File: src/rtl/combat_judge.sv
// combat_judge: resolves hits between the two players, owns health/block
// counters, issues one-cycle hitFlag pulses and holds the match on KO.
//
// Ports:
//   clk, rst_n            clock, asynchronous active-low reset
//   restart               level, accepted only while in KO
//   p1_state, p2_state    player current_state (player state encoding)
//   p*_basic_box          basic hitbox      {x1,x2,y1,y2}, 10 bits each
//   p*_dir_box            directional hitbox, same packing
//   p*_hurt_box           main hurtbox,       same packing
//   p*_hitFlag            00 none, 01 basic, 10 directional (registered pulse)
//   p*_health, p*_block   registered counters
//   game_over             high while in KO
//   winner                00 none, 01 P1, 10 P2, 11 draw
//
// Build option: define CHIP_DAMAGE_EN to make a blocked directional hit
// also remove 1 health (saturating, may cause KO).
module combat_judge #(
    parameter logic [2:0]  MAX_HEALTH  = 3'd7,
    parameter logic [2:0]  MAX_BLOCK   = 3'd3,
    parameter logic [2:0]  BASIC_DMG   = 3'd1,
    parameter logic [2:0]  DIR_DMG     = 3'd2,
    parameter int unsigned REGEN_TICKS = 60
) (
    input  logic        clk,
    input  logic        rst_n,
    input  logic        restart,
    input  logic [3:0]  p1_state,
    input  logic [3:0]  p2_state,
    input  logic [39:0] p1_basic_box,
    input  logic [39:0] p2_basic_box,
    input  logic [39:0] p1_dir_box,
    input  logic [39:0] p2_dir_box,
    input  logic [39:0] p1_hurt_box,
    input  logic [39:0] p2_hurt_box,
    output logic [1:0]  p1_hitFlag,
    output logic [1:0]  p2_hitFlag,
    output logic [2:0]  p1_health,
    output logic [2:0]  p2_health,
    output logic [2:0]  p1_block,
    output logic [2:0]  p2_block,
    output logic        game_over,
    output logic [1:0]  winner
);

    localparam int unsigned CNT_W = 8;

    localparam logic [0:0] S_FIGHT = 1'b0;
    localparam logic [0:0] S_KO    = 1'b1;

    localparam logic [3:0] ST_MOVEBACK = 4'd2;
    localparam logic [3:0] ST_B_END    = 4'd4;
    localparam logic [3:0] ST_D_END    = 4'd7;
    localparam logic [3:0] ST_HITSTUN  = 4'd9;
    localparam logic [3:0] ST_NOREGEN  = 4'd10;

    // Inclusive rectangle overlap on both axes.
    function automatic logic f_overlap(input logic [39:0] a, input logic [39:0] b);
        return (a[39:30] <= b[29:20]) && (b[39:30] <= a[29:20]) &&
               (a[19:10] <= b[9:0])   && (b[19:10] <= a[9:0]);
    endfunction

    // Health after this cycle's incoming hit, saturating at 0.
    function automatic logic [2:0] f_health(input logic [2:0] h, input logic hit,
                                            input logic dir, input logic blocked);
        logic [2:0] dmg;
        dmg = 3'd0;
        if (hit) begin
            if (!blocked) begin
                dmg = dir ? DIR_DMG : BASIC_DMG;
            end
`ifdef CHIP_DAMAGE_EN
            else if (dir) begin
                dmg = 3'd1;
            end
`endif
        end
        return (h > dmg) ? (h - dmg) : 3'd0;
    endfunction

    // Block spend / regeneration; returns {block, regen_count}.
    function automatic logic [CNT_W+2:0] f_regen(input logic [2:0] blk,
                                                 input logic [CNT_W-1:0] cnt,
                                                 input logic [3:0] st,
                                                 input logic blocked);
        logic [2:0]       b;
        logic [CNT_W-1:0] c;
        b = blk;
        c = cnt;
        if (blocked) begin
            b = blk - 3'd1;
            c = '0;
        end else if ((st == ST_MOVEBACK) || (st == ST_NOREGEN)) begin
            c = '0;
        end else if (cnt == CNT_W'(REGEN_TICKS - 1)) begin
            c = '0;
            if (blk < MAX_BLOCK) begin
                b = blk + 3'd1;
            end
        end else begin
            c = cnt + CNT_W'(1);
        end
        return {b, c};
    endfunction

    logic [0:0]       r_state, w_state_nxt;
    logic [1:0]       r_p1_flag, r_p2_flag, w_p1_flag_nxt, w_p2_flag_nxt;
    logic [2:0]       r_p1_health, r_p2_health, w_p1_health_nxt, w_p2_health_nxt;
    logic [2:0]       r_p1_block, r_p2_block, w_p1_block_nxt, w_p2_block_nxt;
    logic [CNT_W-1:0] r_p1_cnt, r_p2_cnt, w_p1_cnt_nxt, w_p2_cnt_nxt;
    logic             r_p1_cons, r_p2_cons, w_p1_cons_nxt, w_p2_cons_nxt;
    logic             r_game_over, w_game_over_nxt;
    logic [1:0]       r_winner, w_winner_nxt;

    // Attack detection: pN_hits means player N lands a hit on the other.
    logic w_p1_att, w_p2_att, w_p1_dir, w_p2_dir;
    logic w_p1_hits, w_p2_hits, w_p1_blocked, w_p2_blocked;

    assign w_p1_dir = (p1_state == ST_D_END);
    assign w_p2_dir = (p2_state == ST_D_END);
    assign w_p1_att = (p1_state == ST_B_END) || w_p1_dir;
    assign w_p2_att = (p2_state == ST_B_END) || w_p2_dir;

    assign w_p1_hits = w_p1_att && !r_p1_cons && (r_state == S_FIGHT) &&
                       (p2_state != ST_HITSTUN) &&
                       f_overlap(w_p1_dir ? p1_dir_box : p1_basic_box, p2_hurt_box);
    assign w_p2_hits = w_p2_att && !r_p2_cons && (r_state == S_FIGHT) &&
                       (p1_state != ST_HITSTUN) &&
                       f_overlap(w_p2_dir ? p2_dir_box : p2_basic_box, p1_hurt_box);

    // pN_blocked: player N is the defender and spends a block charge.
    assign w_p1_blocked = w_p2_hits && (p1_state == ST_MOVEBACK) && (r_p1_block != 3'd0);
    assign w_p2_blocked = w_p1_hits && (p2_state == ST_MOVEBACK) && (r_p2_block != 3'd0);

    // Next-state and next-output logic.
    always_comb begin
        w_state_nxt     = r_state;
        w_p1_flag_nxt   = 2'b00;
        w_p2_flag_nxt   = 2'b00;
        w_p1_health_nxt = r_p1_health;
        w_p2_health_nxt = r_p2_health;
        w_p1_block_nxt  = r_p1_block;
        w_p2_block_nxt  = r_p2_block;
        w_p1_cnt_nxt    = r_p1_cnt;
        w_p2_cnt_nxt    = r_p2_cnt;
        w_game_over_nxt = r_game_over;
        w_winner_nxt    = r_winner;
        // One hit per swing: latch holds while the attacker stays in 4/7.
        w_p1_cons_nxt   = w_p1_att && (r_p1_cons || w_p1_hits);
        w_p2_cons_nxt   = w_p2_att && (r_p2_cons || w_p2_hits);

        case (r_state)
            S_FIGHT: begin
                if (w_p2_hits) begin
                    w_p1_flag_nxt = w_p2_dir ? 2'b10 : 2'b01;
                end
                if (w_p1_hits) begin
                    w_p2_flag_nxt = w_p1_dir ? 2'b10 : 2'b01;
                end
                w_p1_health_nxt = f_health(r_p1_health, w_p2_hits, w_p2_dir, w_p1_blocked);
                w_p2_health_nxt = f_health(r_p2_health, w_p1_hits, w_p1_dir, w_p2_blocked);
                {w_p1_block_nxt, w_p1_cnt_nxt} = f_regen(r_p1_block, r_p1_cnt, p1_state, w_p1_blocked);
                {w_p2_block_nxt, w_p2_cnt_nxt} = f_regen(r_p2_block, r_p2_cnt, p2_state, w_p2_blocked);
                if ((w_p1_health_nxt == 3'd0) || (w_p2_health_nxt == 3'd0)) begin
                    w_state_nxt     = S_KO;
                    w_game_over_nxt = 1'b1;
                    // Bit 1 set when P1 is down (P2 wins), bit 0 when P2 is down.
                    w_winner_nxt    = {w_p1_health_nxt == 3'd0, w_p2_health_nxt == 3'd0};
                end
            end
            S_KO: begin
                if (restart) begin
                    w_state_nxt     = S_FIGHT;
                    w_p1_health_nxt = MAX_HEALTH;
                    w_p2_health_nxt = MAX_HEALTH;
                    w_p1_block_nxt  = MAX_BLOCK;
                    w_p2_block_nxt  = MAX_BLOCK;
                    w_p1_cnt_nxt    = '0;
                    w_p2_cnt_nxt    = '0;
                    w_p1_cons_nxt   = 1'b0;
                    w_p2_cons_nxt   = 1'b0;
                    w_game_over_nxt = 1'b0;
                    w_winner_nxt    = 2'b00;
                end
            end
            default: begin
                w_state_nxt = S_FIGHT;
            end
        endcase
    end

    // State and output registers.
    always_ff @(posedge clk or negedge rst_n) begin
        if (!rst_n) begin
            r_state     <= S_FIGHT;
            r_p1_flag   <= 2'b00;
            r_p2_flag   <= 2'b00;
            r_p1_health <= MAX_HEALTH;
            r_p2_health <= MAX_HEALTH;
            r_p1_block  <= MAX_BLOCK;
            r_p2_block  <= MAX_BLOCK;
            r_p1_cnt    <= '0;
            r_p2_cnt    <= '0;
            r_p1_cons   <= 1'b0;
            r_p2_cons   <= 1'b0;
            r_game_over <= 1'b0;
            r_winner    <= 2'b00;
        end else begin
            r_state     <= w_state_nxt;
            r_p1_flag   <= w_p1_flag_nxt;
            r_p2_flag   <= w_p2_flag_nxt;
            r_p1_health <= w_p1_health_nxt;
            r_p2_health <= w_p2_health_nxt;
            r_p1_block  <= w_p1_block_nxt;
            r_p2_block  <= w_p2_block_nxt;
            r_p1_cnt    <= w_p1_cnt_nxt;
            r_p2_cnt    <= w_p2_cnt_nxt;
            r_p1_cons   <= w_p1_cons_nxt;
            r_p2_cons   <= w_p2_cons_nxt;
            r_game_over <= w_game_over_nxt;
            r_winner    <= w_winner_nxt;
        end
    end

    assign p1_hitFlag = r_p1_flag;
    assign p2_hitFlag = r_p2_flag;
    assign p1_health  = r_p1_health;
    assign p2_health  = r_p2_health;
    assign p1_block   = r_p1_block;
    assign p2_block   = r_p2_block;
    assign game_over  = r_game_over;
    assign winner     = r_winner;

endmodule

File: config.mk
export PLATFORM = sky130hd
export DESIGN_NAME = combat_judge
export DESIGN_NICKNAME = d
export VERILOG_FILES = /design/src/rtl/combat_judge.sv
export SDC_FILE = /design/constraint.sdc
export NUM_CORES = 1
export LEC_CHECK = 0
export CORE_MARGIN = 1
export CORE_UTILIZATION = 36
export DETAILED_ROUTE_END_ITERATION = 10
export GPL_ROUTABILITY_DRIVEN = 0
export PLACE_DENSITY_LB_ADDON = 0.3
export SLEW_MARGIN = 20
export SYNTH_ARGS = -nofsm -noshare
export SYNTH_HDL_FRONTEND = slang
export SYNTH_SLANG_ARGS = --single-unit
File: constraint.sdc
create_clock -name clk -period 2.8 [get_ports clk]
set_input_delay 0.56 -clock clk [delete_from_list [all_inputs] [get_ports clk]]
set_output_delay 0.56 -clock clk [all_outputs]
set_load 0.005 [all_outputs]
### Yosys cells after proc, flatten, opt, wreduce, memory -nomap -nowiden

Cells that the tools add are included.

* add/sub/neg operators: 8
* magnitude comparators: 12
* equality and inequality tests: 20
* mux-type cells: 54
* bitwise logic cells: 1
* reductions and logical operators: 36

Operator list (count)
* <= comparator 10 bit: 8
* two-way mux 40 bit: 2
* two-way mux 8 bit: 7
* two-way mux 3 bit: 14
* one-hot mux 8 bit (2 select lines): 2
* two-way mux 2 bit: 14
* one-hot mux 3 bit (2 select lines): 4
* logical AND 1 bit: 20
* adder 8 x 1 -> 8 bit (second input constant): 2
* equality test 4 x 3 -> 1 bit (second input constant): 4
* equality test 8 x 6 -> 1 bit (second input constant): 2
* != test 3 x 2 -> 1 bit (second input constant): 4
* equality test 4 x 2 -> 1 bit (second input constant): 2
* equality test 4 bit (second input constant): 2
* two-way mux 1 bit: 8
* != test 4 bit (second input constant): 2
* AND reduction 4 bit: 2
* logical OR 1 bit: 7
* adder 3 x 1 -> 3 bit (second input constant): 2
* greater-than comparator 3 bit: 2
* logical NOT 3 bit: 2
* < comparator 3 x 2 -> 1 bit (second input constant): 2
* != test 3 bit (second input constant): 2
* nonzero test 3 bit: 2
* other kinds (9): 13

* bits in registers: 38
* input port bits: 251
* output and inout bits: 19
* word-level logic and storage cells: 144

### Logic depth before layout (Yosys ltp)

* depth in word-level cells: 18
* gate-level depth with buffers: 20
* depth with buffers taken out: 19

### Worst setup path after synthesis

OpenSTA, ideal clock, no wires.

* path type: in2reg
* start: input port p1_state[2]
* end: register r_state
* setup time: 0.132 ns
* arrival: 4.684 ns
* setup slack: -2.015 ns
* cell stages on the path: 20
* buffers on the path: 1
* cell sequence: nor2b_1 nand3_1 clkbuf_1 mux2_2 ha_1 a21o_1 a21o_1 a221o_1 a221o_1 a211oi_2 nand2_1 or3_1 ha_1 nor2b_1 o21ai_0 and2_1 a31oi_1 nor2_1 nor2_1 o21ai_0

* word-level cells in the longest chain between the ends: 18
* elaborated cells on any way between the ends: 41
* classes of those cells: add/sub: 2; order compare: 6; eq/ne: 4; mux: 12; reduce/logical: 17

Ends and longest elaborated chain
* from (decl): line 28 `input logic [3:0] p1_state,`
* equality test 4 x 3 -> 1 bit: line 119 `assign w_p1_dir = (p1_state == ST_D_END);`
* two-way mux 40 bit: line 126 `f_overlap(w_p1_dir ? p1_dir_box : p1_basic_box, p2_hurt_box);`
* <= comparator 10 bit: line 59 `return (a[39:30] <= b[29:20]) && (b[39:30] <= a[29:20]) &&`
* logical AND 1 bit (2 in a row): line 59
* logical AND 1 bit: line 60 `(a[19:10] <= b[9:0]) && (b[19:10] <= a[9:0]);`
* logical AND 1 bit: line 125 `(p2_state != ST_HITSTUN) &&`
* logical AND 1 bit (2 in a row): line 133 `assign w_p2_blocked = w_p1_hits && (p2_state == ST_MOVEBACK) && (r_p2_block != 3'd0);`
* two-way mux 2 bit: line 69 `if (!blocked) begin`
* two-way mux 2 bit: line 68 `if (hit) begin`
* two-way mux 3 bit: line 152 `case (r_state)`
* subtractor 3 bit or greater-than comparator 3 bit (tied branches): line 78 `return (h > dmg) ? (h - dmg) : 3'd0;`
* two-way mux 3 bit: line 78
* logical NOT 3 bit: line 164 `if ((w_p1_health_nxt == 3'd0) || (w_p2_health_nxt == 3'd0)) begin`
* logical OR 1 bit (*): line 164
* two-way mux 1 bit (*): line 164
* one-hot mux 1 bit (2 select lines) (*): line 152
* named net w_state_nxt: line 106 `logic [0:0] r_state, w_state_nxt;`
* to (signal assigned): line 209 `r_state <= w_state_nxt;`
* to (decl): line 106

The timed path passes the listed nets; every way through them passes the cells marked *. The select of a mux whose other input is x is not followed.
A chain may end at the register's enable or synchronous reset.

### Worst setup path after layout

* start: input port p1_state[0]
* end: register r_state

The elaborated chain is that of the path after synthesis.

==> insert_results.sql <==
INSERT INTO impl_metrics (metric_group, metric, value, unit) VALUES
('finish', 'final_area', '9120', 'um2'),
('global_route', 'grt.total_usage', '24.6', '%'),
('floorplan', 'coreArea', '13300', 'um2'),
('power', 'combPwrFrac', '56.3', '%'),
('global_route', 'vias_in_the_first_global_route', '6021', ''),
('finish', 'layout.nets', '1247', ''),
('logic_synthesis', 'yosys.cell_types.count', '53', ''),
('sta', 'worstMarginPinSlew', '868', 'ps'),
('sta', 'period_share', '152', '%'),
('cts', 'post_cts_hold_buffer_count', '0', ''),
('drt', 'vias', '5716', ''),
('status', 'failed_checks', 'setup timing', ''),
('sta', 'fin_crit', '4270', 'ps'),
('finish', 'syn_to_final_growth', '84.3', '%'),
('global_route', 'grt_max_degree', '39', ''),
('sta', 'final-max-slew-violation-count', '0', ''),
('global_route', 'antenna_found_initial', '0', ''),
('worst_setup_path', 'critPathMaxFanout', '7', ''),
('drt', 'dr.pass1.iters', '5', ''),
('cts', 'cts-root-to-sink-buffers', '2', ''),
('power', 'netSwitchingFraction', '35.3', '%'),
('logic_synthesis', 'yosysSeqAreaShare', '19.5', '%'),
('logic_synthesis', 'ys.warnings.count', '0', ''),
('finish', 'fillerInstances', '1010', ''),
('power', 'static-leakage-power', '0.00432', 'uW'),
('drt', 'ant_nets', '0', ''),
('global_route', 'grt.met3_usage', '4.98', '%'),
('power', 'power_density', '355', 'nW/um2'),
('floorplan', 'floorplan.rows', '42', ''),
('sta', 'skew', '6.99', 'ps'),
('drt', 'drc', '0', ''),
('power', 'p_sw', '1140', 'uW'),
('finish', 'final_common_cell', 'clkdlybuf4s50_1', ''),
('floorplan', 'fp.dieW', '119', 'um'),
('worst_setup_path', 'worst_r2r_endpoint', 'winner[1]', ''),
('cts', 'clock_tree_from_tritoncts', 'yes', ''),
('logic_synthesis', 'synth_area', '4950', 'um2'),
('worst_setup_path', 'cp_slowest_cell', 'or3_4', ''),
('placement', 'detailedPlace.worstSlack', '-2280', 'ps'),
('global_route', 'use_met2', '48.2', '%'),
('finish', 'diodes', '0', ''),
('worst_setup_path', 'critical_path_class', 'in2reg', ''),
('global_route', 'total_overflow_reported_by_the_global_router', '0', ''),
('sta', 'setup_ws', '-1470', 'ps'),
('power', 'clockPowerShare', '17.9', '%'),
('sta', 'slew-limit-headroom', '42.1', '%'),
('cts', 'worst_skew_pair.late_latency', '280', 'ps'),
('worst_setup_path', 'rr_worst_depth', '12', ''),
('logic_synthesis', 'syn_nets', '906', ''),
('cts', 'cts.htree.levels', '2', ''),
('status', 'result_of_the_run', 'finished with violations', ''),
('finish', 'layout_common_cells', 'clkdlybuf4s50_1 (260), ha_1 (73), buf_4 (64), inv_1 (60), mux2i_1 (39)', ''),
('cts', 'clock-sinks', '38', ''),
('global_route', 'global_route_wire_length_before_repair', '27800', 'um'),
('global_route', 'met1_layer_usage_reported_by_global_route', '24.7', '%'),
('worst_setup_path', 'critical-path-max-stage-delay', '420', 'ps'),
('worst_setup_path', 'r2r_setup_slack', '-180', 'ps'),
('job', 'total_of_max_cap_violations', '0', ''),
('logic_synthesis', 'synth_enable_flop_cells', '0', ''),
('drt', 'routedWlPerCell', '16.9', 'um'),
('placement', 'postPlaceCellArea', '8370', 'um2'),
('hold_path', 'timing.hold.worst.class', 'in2async', ''),
('power', 'intPower', '2090', 'uW'),
('power', 'vdd.ir_drop.worst', '0.319', 'mV'),
('logic_synthesis', 'top_flip_flop_cell_by_instance_count_after_synthesis', 'dfrtp_1', ''),
('drt', 'postRouteWirelength', '18300', 'um'),
('floorplan', 'effective_utilization_at_floorplan', '37.2', '%'),
('sta', 'grt_setup_unrepaired', 'yes', ''),
('cts', 'clk_pin_slew_worst_paths', '60', 'ps'),
('sta', 'report.final.setup_viol', '22', ''),
('logic_synthesis', 'flip_flop_and_latch_count_after_synthesis', '38', '');
==> sequential cells by signal (all words and copies together) (netlist names), 3 cells and up <==
name,cells
r_p1_cnt,8
r_p2_cnt,8
p1_block,3
p2_block,3
p2_health,3
p1_health,3
==> per-stage QoR <==
stage | hold slack, ps | cells | util [%] | setup TNS, ps
after floorplan | 264 | 565 | - | -17590
after global placement | 456 | 1052 | 62.9 | -29920
after CTS | 417 | 1077 | 66.5 | -19230
final | 394 | 1083 | 68.6 | -18050
after global routing | 466 | 1083 | 68.6 | -21250
after detailed placement | 473 | 1052 | 62.9 | -32620
==> how the worst max path moves through the flow <==
stage                           start        end  slack, ps  cells past startpoint
final                     p1_state[0]    r_state      -1470                     18
after global routing      p1_state[2]  game_over      -1670                     20
after CTS                 p2_state[3]    r_state      -1520                     22
after detailed placement  p1_state[2]    r_state      -2280                     21
after global placement    p1_state[2]    r_state      -2110                     20
after floorplan           p1_state[2]    r_state      -1640                     20
==> cell families (layout without fill, tap and decap cells) <==
logic type      count (synthesis)  after routing  synth area share (%)
simple gates                  140            140                  15.2
compound gates                132            132                  17.4
mux                            82             82                  17.7
fa+ha+maj                      90             90                  23.4
flops                          38             38                  19.5
xor+xnor                        5              5                 0.886
buf+inv                        78            420                  5.92
==> worst max-delay path: cells and delay by family <==
kind / cells / cell delay, ps
AOI/OAI and AO/OA: 6 / 1270
adders and majority gates: 2 / 570
buffers and inverters: 1 / 210
muxes: 1 / 360
and+or+nand+nor: 8 / 1440
==> power by group through the flow <==
stage	registers [uW]	clock network (uW)	logic, uW
after floorplan	802	0	804
after global placement	826	0	1530
after detailed placement	833	0	1600
after CTS	828	582	1690
after global routing	857	606	2010
final	834	578	1820
==> final cells by class <==
cell class	count	area [um2]	share of cell area, %
clock buffers	7	143	1.56
multi-input cells	449	4170	45.7
clock inverters	1	5.00	0.0549
inverters	62	233	2.55
well taps	176	220	2.42
repair buffers	350	3390	37.1
flip-flops and latches	38	963	10.6
==> cell usage after synthesis (4+ instances only) <==
cell type   n  area share [%]
clkbuf_1   16             1.2
nand2b_1   11             1.4
mux2i_1    40             8.1
nand3_1    14             1.4
ha_1       86              22
a21o_1     18             2.7
nand2_1    35             2.7
nand4_1    14             1.8
a31oi_1     5            0.63
fa_1        4             1.6
dfstp_2    10             5.3
inv_1      62             4.7
nor2b_1    15             1.9
o31ai_1    11             1.7
and3_1      4            0.51
o21ai_0    37             3.7
a21oi_1    25             2.5
nor3_1      5            0.51
dfrtp_1    28              14
o22ai_1     6            0.76
mux2_2     41             9.3
nor2_1     22             1.7
a211oi_1    4            0.61
==> what timing repair did <==
action                     4_1_cts  5_1_grt
gates cloned                     1        1
pin swaps                       36       43
buffers inserted                17        8
resized for setup               70       46
setup endpoints to repair       22       22
==> metal layers <==
layer / wire length, um / vias up
met5: 0 / -
met4: 736 / 0
met3: 1020 / 47
met2: 10000 / 206
met1: 6520 / 2696
li1: - / 2767
Note: power is estimated with default switching activity, not from simulation.
